<file path="src/rtl/wb_collector_pkg.sv">
// Shared types for the writeback collector: register-file request formats and helpers.
package wb_collector_pkg;

  localparam int unsigned reg_num_w = 5;
  localparam int unsigned reg_w     = 32;

  typedef logic [reg_num_w-1:0] reg_num_t;
  typedef logic [reg_w-1:0]     reg_t;

  // Result offered by an execution unit.
  typedef struct packed {
    reg_num_t rd_num;
    reg_t     rd_value;
  } wb_req_t;

  // One register-file write port request.
  typedef struct packed {
    logic     en;
    reg_num_t rd_num;
    reg_t     rd_value;
  } rf_write_req_t;

  function automatic int unsigned min_u(input int unsigned a, input int unsigned b);
    return (a < b) ? a : b;
  endfunction

endpackage

</file>
<file path="src/rtl/wb_collector_rr_arbiter.sv">
// Round-robin multi-grant arbiter: scans requesters from start, wrapping, and grants
// up to limit of them. Reports grants in scan order plus the last granted index.
module rr_arbiter #(
  parameter int unsigned req_cnt   = 2,
  parameter int unsigned grant_max = 1,
  localparam int unsigned idx_w    = (req_cnt > 1) ? $clog2(req_cnt) : 1,
  localparam int unsigned cnt_w    = $clog2(grant_max + 1)
) (
  input  logic [req_cnt-1:0] req,
  input  logic [idx_w-1:0]   start,
  input  logic [cnt_w-1:0]   limit,
  output logic [req_cnt-1:0] grant,
  output logic [idx_w-1:0]   order [grant_max],
  output logic [cnt_w-1:0]   grant_cnt,
  output logic [idx_w-1:0]   last
);

  // Scan from start; constant-indexed inner loops keep selects width-exact.
  always_comb begin
    int unsigned s;
    grant     = '0;
    grant_cnt = '0;
    last      = start;
    s         = 0;
    for (int unsigned g = 0; g < grant_max; g++) begin
      order[g] = '0;
    end
    for (int unsigned off = 0; off < req_cnt; off++) begin
      s = 32'(start) + off;
      if (s >= req_cnt) begin
        s = s - req_cnt;
      end
      for (int unsigned r = 0; r < req_cnt; r++) begin
        if (r == s && req[r] && grant_cnt < limit) begin
          grant[r] = 1'b1;
          for (int unsigned g = 0; g < grant_max; g++) begin
            if (g == 32'(grant_cnt)) begin
              order[g] = idx_w'(r);
            end
          end
          grant_cnt = grant_cnt + cnt_w'(1);
          last      = idx_w'(r);
        end
      end
    end
  end

endmodule

</file>
<file path="src/rtl/wb_collector.sv">
// Writeback collector: accepts results from several producers round-robin, queues them
// in acceptance order, and drains up to write_port_cnt per cycle to the register file.
module wb_collector
  import wb_collector_pkg::*;
#(
  parameter int unsigned src_cnt        = 2,
  parameter int unsigned write_port_cnt = 1,
  parameter int unsigned fifo_depth     = 4
) (
  input  logic                        clk,
  input  logic                        rst,
  input  logic                        en,
  input  logic [src_cnt-1:0]          src_valid,
  input  wb_req_t                     src_data [src_cnt],
  output logic [src_cnt-1:0]          src_ready,
  output rf_write_req_t               write_req [write_port_cnt],
  output logic [$clog2(fifo_depth):0] occupancy
);

  localparam int unsigned ptr_w = (fifo_depth > 1) ? $clog2(fifo_depth) : 1;
  localparam int unsigned occ_w = $clog2(fifo_depth) + 1;
  localparam int unsigned idx_w = (src_cnt > 1) ? $clog2(src_cnt) : 1;
  localparam int unsigned cnt_w = $clog2(write_port_cnt + 1);

  wb_req_t           mem_q [fifo_depth];
  logic [ptr_w-1:0]  head_q, head_d;
  logic [ptr_w-1:0]  tail_q, tail_d;
  logic [occ_w-1:0]  occ_q, occ_d;
  logic [idx_w-1:0]  rr_q, rr_d;

  logic [cnt_w-1:0]  limit;
  logic [cnt_w-1:0]  drain_cnt;
  logic [cnt_w-1:0]  grant_cnt;
  logic [src_cnt-1:0] grant;
  logic [idx_w-1:0]  order [write_port_cnt];
  logic [idx_w-1:0]  last;

  logic [fifo_depth-1:0] wr_en;
  wb_req_t               wr_data [fifo_depth];

  // Grant budget uses free slots before this cycle's drain so ready never waits on drain.
  always_comb begin
    int unsigned free;
    free      = fifo_depth - 32'(occ_q);
    limit     = '0;
    drain_cnt = '0;
    if (en && !rst) begin
      limit     = cnt_w'(min_u(free, write_port_cnt));
      drain_cnt = cnt_w'(min_u(32'(occ_q), write_port_cnt));
    end
  end

  rr_arbiter #(
    .req_cnt   (src_cnt),
    .grant_max (write_port_cnt)
  ) u_arb (
    .req       (src_valid),
    .start     (rr_q),
    .limit     (limit),
    .grant     (grant),
    .order     (order),
    .grant_cnt (grant_cnt),
    .last      (last)
  );

  assign src_ready = grant;
  assign occupancy = occ_q;

  // Present the oldest entries on the lowest ports; idle ports are fully zeroed.
  always_comb begin
    logic [ptr_w-1:0] slot;
    slot = '0;
    for (int unsigned k = 0; k < write_port_cnt; k++) begin
      write_req[k] = '0;
      if (k < 32'(drain_cnt)) begin
        slot                  = head_q + ptr_w'(k);
        write_req[k].en       = 1'b1;
        write_req[k].rd_num   = mem_q[slot].rd_num;
        write_req[k].rd_value = mem_q[slot].rd_value;
      end
    end
  end

  // Enqueue granted results in scan order; x0 writes complete the handshake but are dropped.
  always_comb begin
    int unsigned      enq;
    logic [ptr_w-1:0] slot;
    wb_req_t          req;
    enq   = 0;
    slot  = '0;
    req   = '0;
    wr_en = '0;
    for (int unsigned i = 0; i < fifo_depth; i++) begin
      wr_data[i] = '0;
    end
    for (int unsigned g = 0; g < write_port_cnt; g++) begin
      if (g < 32'(grant_cnt)) begin
        req = src_data[order[g]];
        if (req.rd_num != '0) begin
          slot          = tail_q + ptr_w'(enq);
          wr_en[slot]   = 1'b1;
          wr_data[slot] = req;
          enq           = enq + 1;
        end
      end
    end
    tail_d = tail_q + ptr_w'(enq);
    head_d = head_q + ptr_w'(drain_cnt);
    occ_d  = occ_w'(32'(occ_q) + enq - 32'(drain_cnt));
    rr_d   = (grant_cnt != '0) ? idx_w'((32'(last) + 1) % src_cnt) : rr_q;
  end

  // Pointer, occupancy and round-robin state; reset discards queued entries.
  always_ff @(posedge clk) begin
    if (rst) begin
      head_q <= '0;
      tail_q <= '0;
      occ_q  <= '0;
      rr_q   <= '0;
    end else begin
      head_q <= head_d;
      tail_q <= tail_d;
      occ_q  <= occ_d;
      rr_q   <= rr_d;
    end
  end

  // FIFO storage; contents are only meaningful between head and tail, so no reset.
  always_ff @(posedge clk) begin
    for (int unsigned i = 0; i < fifo_depth; i++) begin
      if (wr_en[i]) begin
        mem_q[i] <= wr_data[i];
      end
    end
  end

endmodule

</file>
<file path="config.mk">
export PLATFORM = sky130hd
export DESIGN_NAME = wb_collector
export DESIGN_NICKNAME = d
export VERILOG_FILES = /design/src/rtl/wb_collector_pkg.sv /design/src/rtl/wb_collector_rr_arbiter.sv /design/src/rtl/wb_collector.sv
export SDC_FILE = /design/constraint.sdc
export NUM_CORES = 1
export LEC_CHECK = 0
export CAP_MARGIN = 20
export CORE_MARGIN = 2
export CORE_UTILIZATION = 53
export CTS_BUF_LIST = sky130_fd_sc_hd__clkbuf_8 sky130_fd_sc_hd__clkbuf_16
export DETAILED_ROUTE_END_ITERATION = 12
export PLACE_DENSITY = 0.8
export SLEW_MARGIN = 10
export SYNTH_ARGS = -nofsm -noshare
export SYNTH_HDL_FRONTEND = slang
export SYNTH_SLANG_ARGS = --single-unit
</file>
<file path="constraint.sdc">
create_clock -name clk -period 7.1 [get_ports clk]
set_clock_uncertainty 0.1 [all_clocks]
set_input_delay 1.775 -clock clk [delete_from_list [all_inputs] [get_ports clk]]
set_output_delay 1.775 -clock clk [all_outputs]
set_load 0.02 [all_outputs]
</file>
Yosys cells after proc, flatten, opt, wreduce, memory -nomap -nowiden:

Memory sizes are Yosys's and may differ from the RTL's. A register that Yosys moved wholly into a read port is not among the register bits.
Index checks and enable logic that the tools add are counted.

* register bits: 8
* latch bits: 0
* bits in writable memories: 148
* bits in read-only memories: 0
* bits of input ports: 79
* word-level logic and storage cells: 110
* memories: 1

* add/sub/neg operators: 12
* multipliers: 0
* div/mod/pow operators: 0
* order comparisons: 15
* equality and inequality tests: 2
* shift-type cells: 0
* muxes and demuxes: 55
* bitwise logic cells: 3
* reduce and logical (&&, ||, !) cells: 18

Memory list
* mem_q: depth 4, width 37, rd ports 1, clocked after memory_dff 1, write ports 1, line wb_collector.sv:25 `wb_req_t mem_q [fifo_depth];`

Operators with widths (number)
* $mux 148: 2
* $mux 37: 7
* $and 148x148->148: 1
* $reduce_or 37->1: 3
* $demux 37 s2: 1
* $eq 1x32->1 const A: 2
* $logic_not 32->1: 2
* $mux 32: 2
* $mux 38: 1
* $mux 1: 35
* $ge 32x2->1 const B: 1
* $lt 32x1->1 const B: 1
* $sub 32x2->32 const B: 1
* $logic_and 1x1->1: 11
* $mux 2: 4
* $mux 4: 2
* $lt 3x1->1 const B: 2
* $reduce_bool 5->1: 1
* $add 1x1->1 const B: 4
* $sub 3x3->4 const A: 1
* $add 3x1->3: 1
* $ge 3x3->1 const B: 1
* $lt 1x1->1: 3
* $lt 1x1->1 const A: 3
* 13 further kinds: 13

Logic depth before layout (Yosys ltp):

* word-level depth: 29
* mapped depth: 17
* gate-level depth less buffers: 16

By module:

Synthesis repeated with hierarchy kept, for this count alone.

* cells, all modules: 508
* area, all modules: 7230.7 µm²

Modules (own cells, without submodules)
* wb_collector: times used 1, cells an instance 493, area an instance 7128.1 µm², seq. area each 4604.4 µm²
* rr_arbiter: times used 1, cells an instance 15, area an instance 102.6 µm², seq. area each 0.0 µm²

Worst setup path after synthesis:

Ideal clock, no wire load.

* path kind: input -> register
* start point: in rst
* end point: mem mem_q[0][0] (netlist name), enable pin
* arrival time: 5.040 ns
* setup slack: 1.569 ns
* stages: 13
* buffers on the path: 3
* cell sequence: buf_2 nand2b_1 nor2_1 nand2_1 or2_2 ha_1 nor2b_2 a41oi_2 nor4_2 or4_1 buf_2 buf_6 inv_1

* elaborated cells between the ends (all ways): 49

RTL lines
* from (decl): line wb_collector.sv:11 `input logic rst,`
* $logic_not 1->1 (*): line wb_collector.sv:47 `if (en && !rst) begin`
* $logic_and 1x1->1 (*): line wb_collector.sv:47
* $mux 1 (*): line wb_collector.sv:47
* $lt 1x1->1: line wb_collector_rr_arbiter.sv:34 `if (r == s && req[r] && grant_cnt < limit) begin`
* $logic_and 1x1->1: line wb_collector_rr_arbiter.sv:34
* $mux 1: line wb_collector_rr_arbiter.sv:34
* $lt 1x1->1: line wb_collector_rr_arbiter.sv:34
* $logic_and 1x1->1: line wb_collector_rr_arbiter.sv:34
* [8 not listed]
* $mux 37 (implied by the code) (3 in a row): line wb_collector.sv:98 `req = src_data[order[g]];`
* $reduce_bool 5->1: line wb_collector.sv:99 `if (req.rd_num != '0) begin`
* $mux 4: line wb_collector.sv:99
* $mux 4 (*): line wb_collector.sv:97 `if (g < 32'(grant_cnt)) begin`
* via wr_en[0]: line wb_collector.sv:38 `logic [fifo_depth-1:0] wr_en;`
* $mux 1 (*): line wb_collector.sv:131 `if (wr_en[i]) begin`
* $mux 1 (implied by the code) (*): line wb_collector.sv:132 `mem_q[i] <= wr_data[i];`
* $mux 1 (no source line) (*) (3 in a row)
* to (decl): line wb_collector.sv:25

The timed path passes the listed nets; every way through them passes the cells marked *. The select of a mux whose other input is x is not followed.

Worst setup path in the final report:

* start point: in rst
* end point: out src_ready[0]

* cells in the longest elaborated chain, start to end: 12
* elaborated cells between the ends (all ways): 13

RTL lines
* $logic_not 1->1 (*): line wb_collector.sv:47
* $logic_and 1x1->1 (*): line wb_collector.sv:47
* $mux 1 (*): line wb_collector.sv:47
* $lt 1x1->1: line wb_collector_rr_arbiter.sv:34
* $logic_and 1x1->1: line wb_collector_rr_arbiter.sv:34
* $mux 1: line wb_collector_rr_arbiter.sv:34
* $lt 1x1->1: line wb_collector_rr_arbiter.sv:34
* $logic_and 1x1->1: line wb_collector_rr_arbiter.sv:34
* $mux 1: line wb_collector_rr_arbiter.sv:34
* $lt 1x1->1: line wb_collector_rr_arbiter.sv:34
* $logic_and 1x1->1: line wb_collector_rr_arbiter.sv:34
* $mux 1 (*): line wb_collector_rr_arbiter.sv:34
* to (decl): line wb_collector.sv:15 `output logic [src_cnt-1:0] src_ready,`

Every way passes the cells marked *; elsewhere a longest branch is shown, timed or not.

==> impl_metrics.csv <==
group,metric,value,unit
status,status,"finished, final reports clean",
cells_and_area,layout_common_cells,"edfxtp_1, nor2_1, clkdlybuf4s50_1",
clock_network,hold_buffers,0,
sta,rsz0062_at_grt,"false",
synthesis,synth-main-ff-cell,"edfxtp_1",
worst_setup_path,cp_max_fo,10,
floorplanning,coreArea,0.01330,mm^2
worst_setup_path,reg2reg_slack,2560,ps
cells_and_area,insertedDiodeCount,0,
place,gp_congestion,0.7620,
synthesis,synth_top_family_by_area,"multiplexers",
synthesis,syn_inst,509,
worst_setup_path,required,5220,ps
pwr,leakage,3.268,nW
cells_and_area,stdcell_count,812,
worst_setup_path,reg2reg_from,"occupancy[1]$_SDFF_PP0_",
clock_network,clockBufferDepth,2,
place,placed_cell_area,0.008571,mm^2
synthesis,yosysSeqAreaShare,0.6360,
global_route,grt_usage,0.2333,
floorplanning,fp.dieH,120.9,um
sta,fin_crit_sh,0.8781,
synthesis,synth_mux_area_frac,0.1676,
worst_setup_path,endpoint_kind,"output port",
clock_network,cts-resized-gates,0,
routing,routed_wl,16270,um
min_path,hp-class,"reg -> reg",
floorplanning,num_io_pins,122,
cells_and_area,drive_gt1_frac,0.1525,
place,dpl.hpwl,9302,um
global_route,grt_max_degree,40,
routing,wl_per_cell,20.03,um
sta,tns,0,ps
sta,max_freq,160.4,MHz
routing,dr_total_vias,4617,
routing,drt_iter0_drc,404,
routing,viasPerCell,5.686,
clock_network,cts_root_buf,"clkbuf_16",
synthesis,synth_area_per_cell,14.22,um^2
worst_setup_path,cp-start-kind,"input port",
worst_setup_path,r2r_cells,13,
pwr,p_clk_frac,0.364,
synthesis,synth-adder-area-share,0.01141,
sta,max_slew_margin,0.3033,
min_path,min_path_cells,2,
routing,firstDrtPassIters,5,
place,dp.cells,779,
pwr,sw_frac_of_total,0.2473,
clock_network,clk_latency,400,ps
pwr,irDropWorstVdd,135.0,uV
pwr,seq_power_share,0.461,
pwr,internal-power,0.001772,W
sta,drv_slew,0,
global_route,grt_pass1_wl,25410,um
synthesis,synth_fp_nets,594,
clock_network,numCtsBuffers,17,
cells_and_area,nNetsFinal,708,
cells_and_area,area.growth.synth_to_final,26.49,%
pwr,power_density,257.1,mW/mm^2
floorplanning,die_area,0.01461,mm^2
floorplanning,initial_core_util,0.5445,
cells_and_area,finish.instance_area,0.009158,mm^2
worst_setup_path,arrival,4360,ps
clock_network,post_cts_buffers,0,
clock_network,cts_tree,"built",
job,maxCapViolations,0,
pwr,p_comb_frac,0.175,
cells_and_area,final_common_cell,"edfxtp_1",
min_path,hold_path_startpoint,"tail_q[0]$_SDFF_PP0_",
synthesis,async_flop_share,0,
floorplanning,fp.dieW,120.9,um
cells_and_area,final_util,0.6888,
place,port_buffers,121,
sta,timing.final.crit_period,6235,ps
synthesis,synth.cell_area,0.007239,mm^2
clock_network,cts.clk_slew.worst_paths,60,ps
floorplanning,row_count,42,
sta,worst_pin_slew,1045,ps
routing,drc,0,
synthesis,synthSimpleGateAreaFrac,0.1383,
min_path,worstHoldEndpoint,"tail_q[0]$_SDFF_PP0_",
clock_network,cts_sinks,156,
worst_setup_path,critical_path_class,"in -> out",
synthesis,ys_warn_count,0,
synthesis,synth_compound_area_frac,0.01158,
sta,setup_viol,0,
synthesis,synth_edf_count,148,
global_route,antenna_found_initial,0,
routing,ant_nets,0,
clock_network,htreeDepth,4,
synthesis,synth.distinct_cells,40,
sta,hold_viol,0,
synthesis,synth-xor-area-share,0.003629,
synthesis,yosys_register_bits,156,
global_route,overflow,0,
global_route,grt_pass1_vias,4823,
worst_setup_path,timing.rr.end,"mem_q[1][24]$_SDFFCE_PP0P_",
pwr,p_sw,0.0005823,W
==> worst max path at each step <==
stage,startpoint,to,slack (ps),cells after the start
after global routing,rst,src_ready[0],740,9
after CTS,rst,src_ready[0],900,9
final,rst,src_ready[0],870,9
after floorplan,rst,mem_q[0][0]$_SDFFCE_PP0P_,1570,13
after detailed placement,rst,mem_q[1][24]$_SDFFCE_PP0P_,860,12
after global placement,rst,src_ready[0],1050,9
==> state kept, by name (all words and copies together) (netlist names) <==
register   cells
rr_q           1
tail_q         2
mem_q        148
occupancy      3
head_q         2
==> logic make-up (layout without fill, tap and decap cells) <==
family / count (synthesis) / after routing
DFF: 156 / 156
adders and majority gates: 6 / 6
xor gates and xnor gates: 3 / 3
and+or+nand+nor: 215 / 215
buffers and inverters: 43 / 170
AOI/OAI and AO/OA: 11 / 11
muxes: 75 / 75
==> per-layer routing <==
metal | vias to the layer above | part of all wire | global-route usage
met3 | 26 | 0.079 | 0.05075
li1 | 2080 | - | -
met4 | 0 | 0.015 | 0.06759
met5 | - | 0 | 0
met1 | 2271 | 0.39 | 0.2939
met2 | 240 | 0.52 | 0.4073
==> cell usage after synthesis (3+ instances only) <==
cell type  number  share of area
edfxtp_1      148           0.61
nor2_1        143          0.074
nor2b_1        41          0.035
mux2i_1        38          0.053
mux4_2         37           0.12
buf_2          11         0.0076
clkbuf_1       11         0.0057
nor2_2         10         0.0086
buf_4           8         0.0083
dfxtp_1         8          0.022
inv_1           8         0.0041
ha_1            5         0.0086
nand2_1         4         0.0021
buf_6           3         0.0047
==> power groups by stage <==
stage / combinational, W / sequential, W / clock (W)
finish: 0.000412 / 0.00109 / 0.000857
global route: 0.000439 / 0.00109 / 0.000900
CTS: 0.000408 / 0.00109 / 0.000862
detailed placement: 0.000403 / 0.00111 / 0
global placement: 0.000394 / 0.00110 / 0
floorplan: 0.000266 / 0.00108 / 0
==> through the flow <==
stage	hold WS, ps	power [W]	worst slack, ps
final	433.7	0.002354	865.3
after global routing	458.2	0.002433	742.0
after CTS	425.9	0.002359	901.0
after detailed placement	411.7	0.001510	861.9
after global placement	400.5	0.001499	1046
after floorplan	376.9	0.001343	1569
==> area by class of cell <==
type / instances / area [um^2]
Clock inverter: 15 / 133.9
Clock buffer: 17 / 425.4
Timing Repair Buffer: 129 / 1304
Tap cell: 176 / 220.2
Fill cell: 850 / 4138
Inverter: 9 / 33.78
Multi-Input combinational cell: 310 / 2431
Sequential cell: 156 / 4609
==> critical path, stage by stage <==
cell,delay (ps)
clkdlybuf4s50_1,580
nand2b_1,250
nor2_1,180
nand2_1,100
or2_2,280
ha_1,340
nor2b_1,80
nor2_1,140
clkdlybuf4s50_1,630
No activity file was read; power rests on OpenSTA's default activity.
